## src/rtl/video_timing_gen.sv

```systemverilog
// -----------------------------------------------------------------------------
// video_timing_gen
//
// Programmable video raster generator. Two counters walk the raster
// (h_cnt across a line, v_cnt down the frame). Every line is laid out as
// active, front porch, sync, back porch, and the frame uses the same order
// counted in lines. Sync, data-enable, pixel coordinates, a test pattern and
// a frame-start strobe are decoded from the counters and registered, so every
// output lags the counter state it describes by one clock.
//
// Run control: en_i starts the raster from pixel (0,0). Dropping en_i lets
// the current frame finish before the outputs return to idle. Raising en_i
// again before that frame ends resumes with no gap.
//
// Optional feature (macro VTG_BORDER_EN): when defined, the outermost active
// rows and columns are forced to white on top of whatever pattern is selected.
// When undefined, data_o carries the pattern only.
//
// Ports:
//   clk_i          pixel clock
//   rst_i          synchronous active-high reset
//   en_i           run request, level-sensitive
//   mode_i         pattern: 0 black, 1 colour bars, 2 gradient, 3 checkerboard
//   hsync_o        horizontal sync, active level HS_POL
//   vsync_o        vertical sync, active level VS_POL
//   de_o           active-video enable
//   data_o         pixel {R,G,B}, R in the MSBs, COLOR_W bits per channel
//   x_o            active pixel column (0 outside active video)
//   y_o            active line (0 outside active video)
//   frame_start_o  one-cycle pulse on the output cycle of pixel (0,0)
// -----------------------------------------------------------------------------
module video_timing_gen #(
    parameter int   H_ACTIVE   = 1920,
    parameter int   H_FP       = 88,
    parameter int   H_SYNC     = 44,
    parameter int   H_BP       = 148,
    parameter int   V_ACTIVE   = 1080,
    parameter int   V_FP       = 4,
    parameter int   V_SYNC     = 5,
    parameter int   V_BP       = 36,
    parameter logic HS_POL     = 1'b1,
    parameter logic VS_POL     = 1'b1,
    parameter int   COLOR_W    = 8,
    parameter int   CHECK_LOG2 = 5
) (
    input  logic                          clk_i,
    input  logic                          rst_i,
    input  logic                          en_i,
    input  logic [1:0]                    mode_i,
    output logic                          hsync_o,
    output logic                          vsync_o,
    output logic                          de_o,
    output logic [3*COLOR_W-1:0]          data_o,
    output logic [$clog2(H_ACTIVE)-1:0]   x_o,
    output logic [$clog2(V_ACTIVE)-1:0]   y_o,
    output logic                          frame_start_o
);

    localparam int H_TOTAL = H_ACTIVE + H_FP + H_SYNC + H_BP;
    localparam int V_TOTAL = V_ACTIVE + V_FP + V_SYNC + V_BP;
    localparam int HW      = $clog2(H_TOTAL);
    localparam int VW      = $clog2(V_TOTAL);
    localparam int XW      = $clog2(H_ACTIVE);
    localparam int YW      = $clog2(V_ACTIVE);
    localparam int DW      = 3 * COLOR_W;

    localparam logic [HW-1:0] H_ACT_C = HW'(H_ACTIVE);
    localparam logic [HW-1:0] HS_BEG  = HW'(H_ACTIVE + H_FP);
    localparam logic [HW-1:0] HS_END  = HW'(H_ACTIVE + H_FP + H_SYNC - 1);
    localparam logic [HW-1:0] H_LAST  = HW'(H_TOTAL - 1);
    localparam logic [VW-1:0] V_ACT_C = VW'(V_ACTIVE);
    localparam logic [VW-1:0] VS_BEG  = VW'(V_ACTIVE + V_FP);
    localparam logic [VW-1:0] VS_END  = VW'(V_ACTIVE + V_FP + V_SYNC - 1);
    localparam logic [VW-1:0] V_LAST  = VW'(V_TOTAL - 1);

    localparam logic [XW-1:0] BAR_W_C = XW'(H_ACTIVE / 8);
    // Single-bit masks that pick coordinate bit CHECK_LOG2; a mask of zero
    // (square larger than the raster) simply yields a constant colour.
    localparam logic [XW-1:0] X_CHK   = XW'(1 << CHECK_LOG2);
    localparam logic [YW-1:0] Y_CHK   = YW'(1 << CHECK_LOG2);

`ifdef VTG_BORDER_EN
    localparam logic [XW-1:0] X_LAST  = XW'(H_ACTIVE - 1);
    localparam logic [YW-1:0] Y_LAST  = YW'(V_ACTIVE - 1);
`endif

    typedef enum logic [1:0] {
        IDLE,
        RUN,
        STOP
    } state_t;

    state_t state;
    state_t state_nxt;

    logic [HW-1:0]      h_cnt;
    logic [VW-1:0]      v_cnt;
    logic [1:0]         mode_q;
    logic [1:0]         mode_eff;

    logic               h_last;
    logic               v_last;
    logic               frame_origin;
    logic               active;
    logic               in_hsync;
    logic               in_vsync;
    logic [XW-1:0]      x_cur;
    logic [YW-1:0]      y_cur;

    logic [2:0]         bar_idx;
    logic [2:0]         bar_rgb;
    logic [COLOR_W-1:0] grad;
    logic               chk;
    logic [DW-1:0]      pix;

    logic               hs_nxt;
    logic               vs_nxt;
    logic               de_nxt;
    logic [DW-1:0]      data_nxt;
    logic [XW-1:0]      x_nxt;
    logic [YW-1:0]      y_nxt;
    logic               fs_nxt;

    assign h_last       = (h_cnt == H_LAST);
    assign v_last       = (v_cnt == V_LAST);
    assign frame_origin = (h_cnt == '0) && (v_cnt == '0);
    assign active       = (h_cnt < H_ACT_C) && (v_cnt < V_ACT_C);
    assign in_hsync     = (h_cnt >= HS_BEG) && (h_cnt <= HS_END);
    // v_cnt only moves when h_cnt wraps, so vsync edges land on h_cnt = 0.
    assign in_vsync     = (v_cnt >= VS_BEG) && (v_cnt <= VS_END);
    assign x_cur        = h_cnt[XW-1:0];
    assign y_cur        = v_cnt[YW-1:0];

    // Pixel (0,0) has to use the mode being latched on this very cycle,
    // otherwise the first pixel of a frame would show the previous mode.
    assign mode_eff     = frame_origin ? mode_i : mode_q;

    always_ff @(posedge clk_i) begin
        if (rst_i) begin
            state <= IDLE;
        end else begin
            state <= state_nxt;
        end
    end

    // RUN->STOP never halts the counters; STOP waits for the final counter
    // state of the frame so the sink always sees whole frames.
    always_comb begin
        state_nxt = state;
        case (state)
            IDLE: if (en_i) state_nxt = RUN;
            RUN:  if (!en_i) state_nxt = STOP;
            STOP: begin
                if (en_i) begin
                    state_nxt = RUN;
                end else if (h_last && v_last) begin
                    state_nxt = IDLE;
                end
            end
            default: state_nxt = IDLE;
        endcase
    end

    // Counters are held at zero while idle, so the IDLE->RUN edge leaves
    // them at (0,0) ready for the first pixel.
    always_ff @(posedge clk_i) begin
        if (rst_i || state == IDLE) begin
            h_cnt <= '0;
            v_cnt <= '0;
        end else if (h_last) begin
            h_cnt <= '0;
            v_cnt <= v_last ? '0 : v_cnt + VW'(1);
        end else begin
            h_cnt <= h_cnt + HW'(1);
        end
    end

    always_ff @(posedge clk_i) begin
        if (rst_i) begin
            mode_q <= 2'd0;
        end else if (frame_origin) begin
            mode_q <= mode_i;
        end
    end

    assign bar_idx = 3'(x_cur / BAR_W_C);
    assign grad    = COLOR_W'(x_cur);
    assign chk     = (|(x_cur & X_CHK)) ^ (|(y_cur & Y_CHK));

    always_comb begin
        bar_rgb = 3'b000;
        case (bar_idx)
            3'd0:    bar_rgb = 3'b111;
            3'd1:    bar_rgb = 3'b110;
            3'd2:    bar_rgb = 3'b011;
            3'd3:    bar_rgb = 3'b010;
            3'd4:    bar_rgb = 3'b101;
            3'd5:    bar_rgb = 3'b100;
            3'd6:    bar_rgb = 3'b001;
            default: bar_rgb = 3'b000;
        endcase
    end

    always_comb begin
        pix = '0;
        case (mode_eff)
            2'd1:    pix = {{COLOR_W{bar_rgb[2]}}, {COLOR_W{bar_rgb[1]}}, {COLOR_W{bar_rgb[0]}}};
            2'd2:    pix = {grad, grad, grad};
            2'd3:    pix = chk ? {DW{1'b1}} : {DW{1'b0}};
            default: pix = '0;
        endcase
`ifdef VTG_BORDER_EN
        if (x_cur == '0 || x_cur == X_LAST || y_cur == '0 || y_cur == Y_LAST) begin
            pix = {DW{1'b1}};
        end
`endif
    end

    // Idle values are the defaults; they are overridden only while the
    // raster is running (RUN or STOP).
    always_comb begin
        hs_nxt   = ~HS_POL;
        vs_nxt   = ~VS_POL;
        de_nxt   = 1'b0;
        data_nxt = '0;
        x_nxt    = '0;
        y_nxt    = '0;
        fs_nxt   = 1'b0;
        if (state != IDLE) begin
            hs_nxt = in_hsync ? HS_POL : ~HS_POL;
            vs_nxt = in_vsync ? VS_POL : ~VS_POL;
            de_nxt = active;
            fs_nxt = active && frame_origin;
            if (active) begin
                data_nxt = pix;
                x_nxt    = x_cur;
                y_nxt    = y_cur;
            end
        end
    end

    always_ff @(posedge clk_i) begin
        if (rst_i) begin
            hsync_o       <= ~HS_POL;
            vsync_o       <= ~VS_POL;
            de_o          <= 1'b0;
            data_o        <= '0;
            x_o           <= '0;
            y_o           <= '0;
            frame_start_o <= 1'b0;
        end else begin
            hsync_o       <= hs_nxt;
            vsync_o       <= vs_nxt;
            de_o          <= de_nxt;
            data_o        <= data_nxt;
            x_o           <= x_nxt;
            y_o           <= y_nxt;
            frame_start_o <= fs_nxt;
        end
    end

endmodule

```

## config.mk

```make
export PLATFORM = sky130hd
export DESIGN_NAME = video_timing_gen
export DESIGN_NICKNAME = d
export VERILOG_FILES = /design/src/rtl/video_timing_gen.sv
export SDC_FILE = /design/constraint.sdc
export NUM_CORES = 1
export LEC_CHECK = 0
export ABC_AREA = 1
export CORE_MARGIN = 3
export CORE_UTILIZATION = 48
export DETAILED_ROUTE_END_ITERATION = 6
export GPL_TIMING_DRIVEN = 0
export PLACE_DENSITY = 0.78
export SYNTH_ARGS = -nofsm -noshare
export SYNTH_HDL_FRONTEND = slang
export SYNTH_SLANG_ARGS = --single-unit
```

## constraint.sdc

```tcl
create_clock -name clk_i -period 2.1 [get_ports clk_i]
set_input_delay 0.63 -clock clk_i [delete_from_list [all_inputs] [get_ports clk_i]]
set_output_delay 0.63 -clock clk_i [all_outputs]
set_load 0.005 [all_outputs]
```

==> impl_metrics.tcl, run 1 <==
set metrics [dict create \
    cts_buffers 9 \
    syn-cell-area_mm2 0.00331 \
    synthTopCellsByArea "dfxtp_1 47%, nor2_1 8.3%, nand2_1 7.5%, inv_1 6.0%, nand3_1 4.1%" \
    met1_usage_pct 26.2 \
    die_h_um 89.1 \
    gp_congestion 0.912 \
    tightest_slew_ps 397 \
    synth_top_area_share_pct 46.6 \
    rsz0062_at_grt "false" \
    post_drt_wl_per_cell_um 12.6 \
    cts_sinks 77 \
    synth_top_family_by_area "simple AND/OR/NAND/NOR gates" \
    grt_busiest_layer "met2" \
    power_frac_seq_pct 55.4 \
    routed_wl_um 7200 \
    synth.most_common_cell "dfxtp_1" \
    drv_slew 0 \
    slew-limit-headroom_pct 73.6 \
    die_w_um 89.1 \
    grt_pass1_vias 2648 \
    critPathCaptureType "register" \
    p_int_mw 1.99 \
    critPathRequiredTime_ps 2330 \
    worstPathCellList "inv_2, ha_1, nand2_1, inv_1, nand3_1, nor2_2, nand2_1, nand2_1, nand2_2, nand3_1, nand2_1, nor2_1, nor2_1" \
    h-tree-depth 3 \
    synth_compound_area_share_pct 8.05 \
    avgViaCountPerCell 4.95 \
    synth_top_flop_cell "dfxtp_1" \
    reg2reg_slack_ps 230 \
    grt_usage_pct 19.5 \
    ctsResizeCount 0 \
    swShare_pct 25.8 \
    finalPower_mw 2.69 \
    avgSynthCellArea_um2 7.77 \
    ys_ff_latch 77 \
    endpoint "data_o[20]$_SDFF_PP0_" \
    clk_pin_slew_ps 80 \
    timing.final.crit_share_pct 89.0 \
    setup_viol 0 \
    slowest_stage "dfxtp_1" \
    final_util_pct 63.3 \
    antenna_found_initial 0 \
    rows 29 \
    via_count 2839 \
    clockBufferDepth 2 \
    drc_errors 0 \
    syn_nets 435 \
    clock_latency_ps 360 \
    yosysWarnings 0 \
    start_kind "register" \
    route.antenna.remaining_nets 0 \
    ir_drop_uv 362 \
    drive_above_1_share_pct 15.5 \
    grt_pass1_wl_um 12000 \
    critPathLaunch "v_cnt[0]$_SDFFE_PP0N_" \
    met3_usage_pct 4.61 \
    grt_start_max_net_pins 16 \
    r2r_cells 13 \
    async_reset_ff_share_pct 0 \
    reg2reg_to "data_o[20]$_SDFF_PP0_" \
    drt-initial-drc-count 158 \
    grt.overflow.total 0 \
    use_met2_pct 29.8 \
    antennaDiodeCount 0 \
    core_mm2 0.00653 \
    cts_tree "built" \
    worstPathMaxFanout 9 \
    status "finished clean" \
    synth_area_leader_cell "dfxtp_1" \
    power_leakage_nw 1.68 \
    cpPeakStageDelay_ps 360 \
    yosys.area_share.simple_pct 32.7 \
    synth_xor_area_share_pct 1.59 \
    syn_inst 426 \
    ys_seq_area_share_pct 46.6 \
    postCtsSetupBuffers 0 \
    p_clk_share_pct 38.3 \
    hold_viol 0 \
    p_switching_mw 0.694 \
    hp-class "register to register" \
    rr_startpoint "v_cnt[0]$_SDFFE_PP0N_" \
    arrival_ps 2100 \
    skew_ps 13.7 \
    cts.hold.buffers_added 0 \
    synth-edff-count 0 \
    yosysUniqueCellTypes 38 \
    syn_to_final_growth_pct 24.8 \
    nNetsFinal 500 \
    port_buffers 54 \
    critPathKind "register to register" \
    drv_cap 0 \
    pre_cts_slack_ps -86.9 \
    initial_utilization_pct 50.7 \
    synth_adder_area_share_pct 1.51 \
    synth_commonest_cells "77 x dfxtp_1, 73 x nor2_1, 66 x nand2_1" \
    path_common_cell "nand2_1" \
    p_per_area_mw_per_mm2 650 \
    dp_hpwl_um 5450 \
    min_period_ps 1870 \
    firstDrtPassIters 4 \
    timing.final.ws_setup_ps 230 \
    clockRootBuffer "clkbuf_8" \
    synthMuxAreaShare_pct 0 \
    num_io_pins 55 \
    p_comb_share_pct 6.3 \
    design.die.area_mm2 0.00793 \
    fmax_mhz 535 \
]
-- logic make-up (layout without fill, tap and decap cells) --
family	after synthesis	count (layout)
compound gates	43	43
buf+inv	74	144
xor+xnor	6	6
simple gates	222	222
fa+ha+maj	4	4
flops	77	77
-- metal layers --
metal | part of all wire, % | wire [um]
met5 | 0 | 0
met4 | 2.4 | 176
met3 | 5.4 | 388
met2 | 45 | 3260
met1 | 47 | 3370
-- worst min-delay path by stage --
stage | from | end | depth (start not counted)
6_report | h_cnt[0]$_SDFF_PP0_ | h_cnt[0]$_SDFF_PP0_ | 1
5_1_grt | h_cnt[0]$_SDFF_PP0_ | h_cnt[0]$_SDFF_PP0_ | 1
4_1_cts | h_cnt[0]$_SDFF_PP0_ | h_cnt[0]$_SDFF_PP0_ | 1
3_5_place_dp | h_cnt[0]$_SDFF_PP0_ | h_cnt[0]$_SDFF_PP0_ | 1
3_3_place_gp | h_cnt[0]$_SDFF_PP0_ | h_cnt[0]$_SDFF_PP0_ | 1
2_1_floorplan | h_cnt[0]$_SDFF_PP0_ | h_cnt[0]$_SDFF_PP0_ | 1
-- power groups by stage --
stage | Sequential (mW) | Clock [mW] | Combinational (mW)
finish | 1.49 | 1.03 | 0.170
global route | 1.49 | 1.12 | 0.190
CTS | 1.49 | 1.05 | 0.171
detailed placement | 1.52 | 0 | 0.171
global placement | 1.52 | 0 | 0.166
floorplan | 1.52 | 0 | 0.105
-- critical path: cells and delay by family (launching register included) --
family,cells,cell delay [ps]
fa+ha+maj,1,150
simple gates,10,1040
flops,1,360
buf+inv,2,180
-- cell type report --
| type | count | area, um^2 |
|---|---|---|
| plain buffers | 9 | 71.3 |
| repair buffers | 54 | 541 |
| inverters | 65 | 248 |
| fillers | 571 | 2400 |
| clock buffers | 9 | 124 |
| flip-flops and latches | 77 | 1540 |
| multi-input cells | 275 | 1450 |
| well taps | 77 | 96.3 |
| clock inverters | 7 | 58.8 |
-- placed cells by master, fill, tap and decap left out, types with 4 or more instances in the layout --
master | synthesis | final
nand2_2 | 8 | 8
inv_1 | 53 | 51
nor2_4 | 6 | 6
nor3_1 | 10 | 10
o21ai_1 | 12 | 12
nor2_2 | 4 | 5
nand4_1 | 10 | 10
dfxtp_1 | 77 | 77
clkbuf_8 | 0 | 9
a21oi_1 | 14 | 14
inv_2 | 8 | 10
buf_6 | 4 | 4
xor2_1 | 5 | 5
clkdlybuf4s50_1 | 0 | 54
nand2_1 | 66 | 66
nand3_1 | 27 | 27
a21oi_2 | 8 | 8
ha_1 | 4 | 4
nor3_2 | 4 | 4
nor2_1 | 73 | 72
-- state kept, by name, indices dropped and copies added, names as in the netlist, 2 cells and up --
name,count
mode_q,2
h_cnt,12
y_o,11
x_o,11
v_cnt,11
state,2
data_o,24
-- metrics by stage --
| step | cell area (um^2) | TNS (ps) | cells | hold WS [ps] |
|---|---|---|---|---|
| CTS | 4130 | 0 | 573 | 476 |
| global route | 4130 | 0 | 573 | 505 |
| floorplan | 3310 | 0 | 426 | 430 |
| finish | 4130 | 0 | 573 | 471 |
| detailed placement | 3950 | -745 | 557 | 458 |
| global placement | 3950 | -834 | 557 | 452 |
No activity file was read; power rests on OpenSTA's default activity.
==> inputs of run 2 (changes only) <==
Settings changed: CAP_MARGIN set to 0, CORE_ASPECT_RATIO set to 0.8, HOLD_SLACK_MARGIN set to 0.02.
==> impl_metrics.tcl, run 2 (synthesized netlist as in run 1, its figures left out) <==
set metrics [dict create \
    skew_ps 9.96 \
    rows 26 \
    start_kind "register" \
    slew-limit-headroom_pct 70.8 \
    drive_above_1_share_pct 15.1 \
    h-tree-depth 3 \
    fmax_mhz 528 \
    pre_cts_slack_ps -75.3 \
    grt_start_max_net_pins 16 \
    drc_errors 0 \
    p_per_area_mw_per_mm2 674 \
    port_buffers 54 \
    top_register "data_o" \
    fin_cells 580 \
    firstDrtPassIters 5 \
    via_count 2878 \
    tightest_slew_ps 435 \
    dp_hpwl_um 5770 \
    hold_path_end "h_cnt[0]$_SDFF_PP0_" \
    drt-initial-drc-count 213 \
    timing.final.crit_share_pct 90.2 \
    core_mm2 0.00654 \
    drv_slew 0 \
    rr_startpoint "v_cnt[0]$_SDFFE_PP0N_" \
    r2r_cells 13 \
    hp-start "h_cnt[0]$_SDFF_PP0_" \
    grt_pass1_vias 2750 \
    clk_pin_slew_ps 90 \
    initial_utilization_pct 50.6 \
    grt_pass1_wl_um 12900 \
    critPathLaunch "v_cnt[0]$_SDFFE_PP0N_" \
    syn_to_final_growth_pct 25.7 \
    reg_top3 "data_o: 24 flops, h_cnt: 12 flops" \
    hold_depth 1 \
    cts_tree "built" \
    min_period_ps 1890 \
    die_h_um 80.3 \
    final_common_cell "dfxtp_1" \
    setup_viol 0 \
    grt.overflow.total 0 \
    grt_usage_pct 20.3 \
    die_w_um 98.9 \
    antenna_found_initial 0 \
    critPathRequiredTime_ps 2330 \
    timing.final.ws_setup_ps 207 \
    dp_cells 564 \
    drv_cap 0 \
    critPathKind "register to register" \
    critPathCaptureType "register" \
    clockRootBuffer "clkbuf_8" \
    cts_sinks 77 \
    postCtsSetupBuffers 0 \
    rsz0062_at_grt "false" \
    final_util_pct 63.7 \
    cts.hold.buffers_added 0 \
    gp_congestion 0.897 \
    avgViaCountPerCell 4.96 \
    reg2reg_slack_ps 210 \
    post_drt_wl_per_cell_um 12.9 \
    arrival_ps 2130 \
    cts_buffers 9 \
    route.antenna.remaining_nets 0 \
    status "finished clean" \
    hp-class "register to register" \
    nNetsFinal 500 \
    clock_latency_ps 360 \
    most-common-layout-cells "77 x dfxtp_1, 72 x nor2_1, 66 x nand2_1" \
    ir_drop_uv 443 \
    worstPathMaxFanout 9 \
    ctsResizeCount 0 \
    num_io_pins 55 \
    hold_viol 0 \
    reg2reg_to "data_o[20]$_SDFF_PP0_" \
    clockBufferDepth 2 \
    routed_wl_um 7480 \
    antennaDiodeCount 0 \
    design.die.area_mm2 0.00794 \
    power_leakage_nw 1.69 \
    largest_register_ffs 24 \
    fill_cells 578 \
]
-- run 2: critical path: stages, from the launching register on --
cell,delay [ps]
dfxtp_1,360
inv_1,140
ha_1,160
nand2_1,80
inv_1,90
nand3_1,140
nor2_2,160
nand2_1,80
nand2_1,80
nand2_2,120
nand3_1,90
nand2_1,90
nor2_1,120
nor2_1,60
-- run 2: area by class of cell --
class / instances / area, um^2 / share of cell area (%)
inverter: 65 / 248 / 5.95
multi-input combinational: 275 / 1450 / 34.9
buffer: 9 / 71.3 / 1.71
sequential: 77 / 1540 / 37.0
tap: 84 / 105 / 2.52
timing repair buffer: 54 / 541 / 13.0
clock inverter: 7 / 80.1 / 1.92
clock buffer: 9 / 124 / 2.98
-- run 2: how the worst max path moves through the flow --
| stage | cells after the start | endpoint | slack [ps] |
|---|---|---|---|
| global placement | 6 | v_cnt[3]$_SDFFE_PP0N_ | -100 |
| floorplan | 12 | data_o[0]$_SDFF_PP0_ | 510 |
| global route | 13 | data_o[15]$_SDFF_PP0_ | 30 |
| CTS | 13 | data_o[8]$_SDFF_PP0_ | 200 |
| detailed placement | 6 | v_cnt[3]$_SDFFE_PP0N_ | -80 |
| finish | 13 | data_o[20]$_SDFF_PP0_ | 210 |
-- run 2: layer usage --
metal / vias to the layer above / wire, um / track usage (%)
met2: 106 / 3150 / 30.4
met4: 0 / 151 / 7.23
met3: 18 / 613 / 6.68
met1: 1271 / 3560 / 27.5
met5: - / 0 / 0
li1: 1483 / - / -
-- run 2: power by group --
part	switching, mW	total, mW	internal (mW)
Sequential	0.00820	1.49	1.48
Clock	0.586	1.15	0.563
Combinational	0.101	0.169	0.0687
-- run 2: stage by stage --
stage                     power (mW)  hold WS (ps)  setup TNS, ps  instance area, um^2
final                           2.81           472              0                 4160
after global routing            2.91           527              0                 4160
after CTS                       2.83           473              0                 4160
after detailed placement        1.69           452           -815                 3960
after global placement          1.69           452          -1510                 3960
after floorplan                 1.63           430              0                 3310
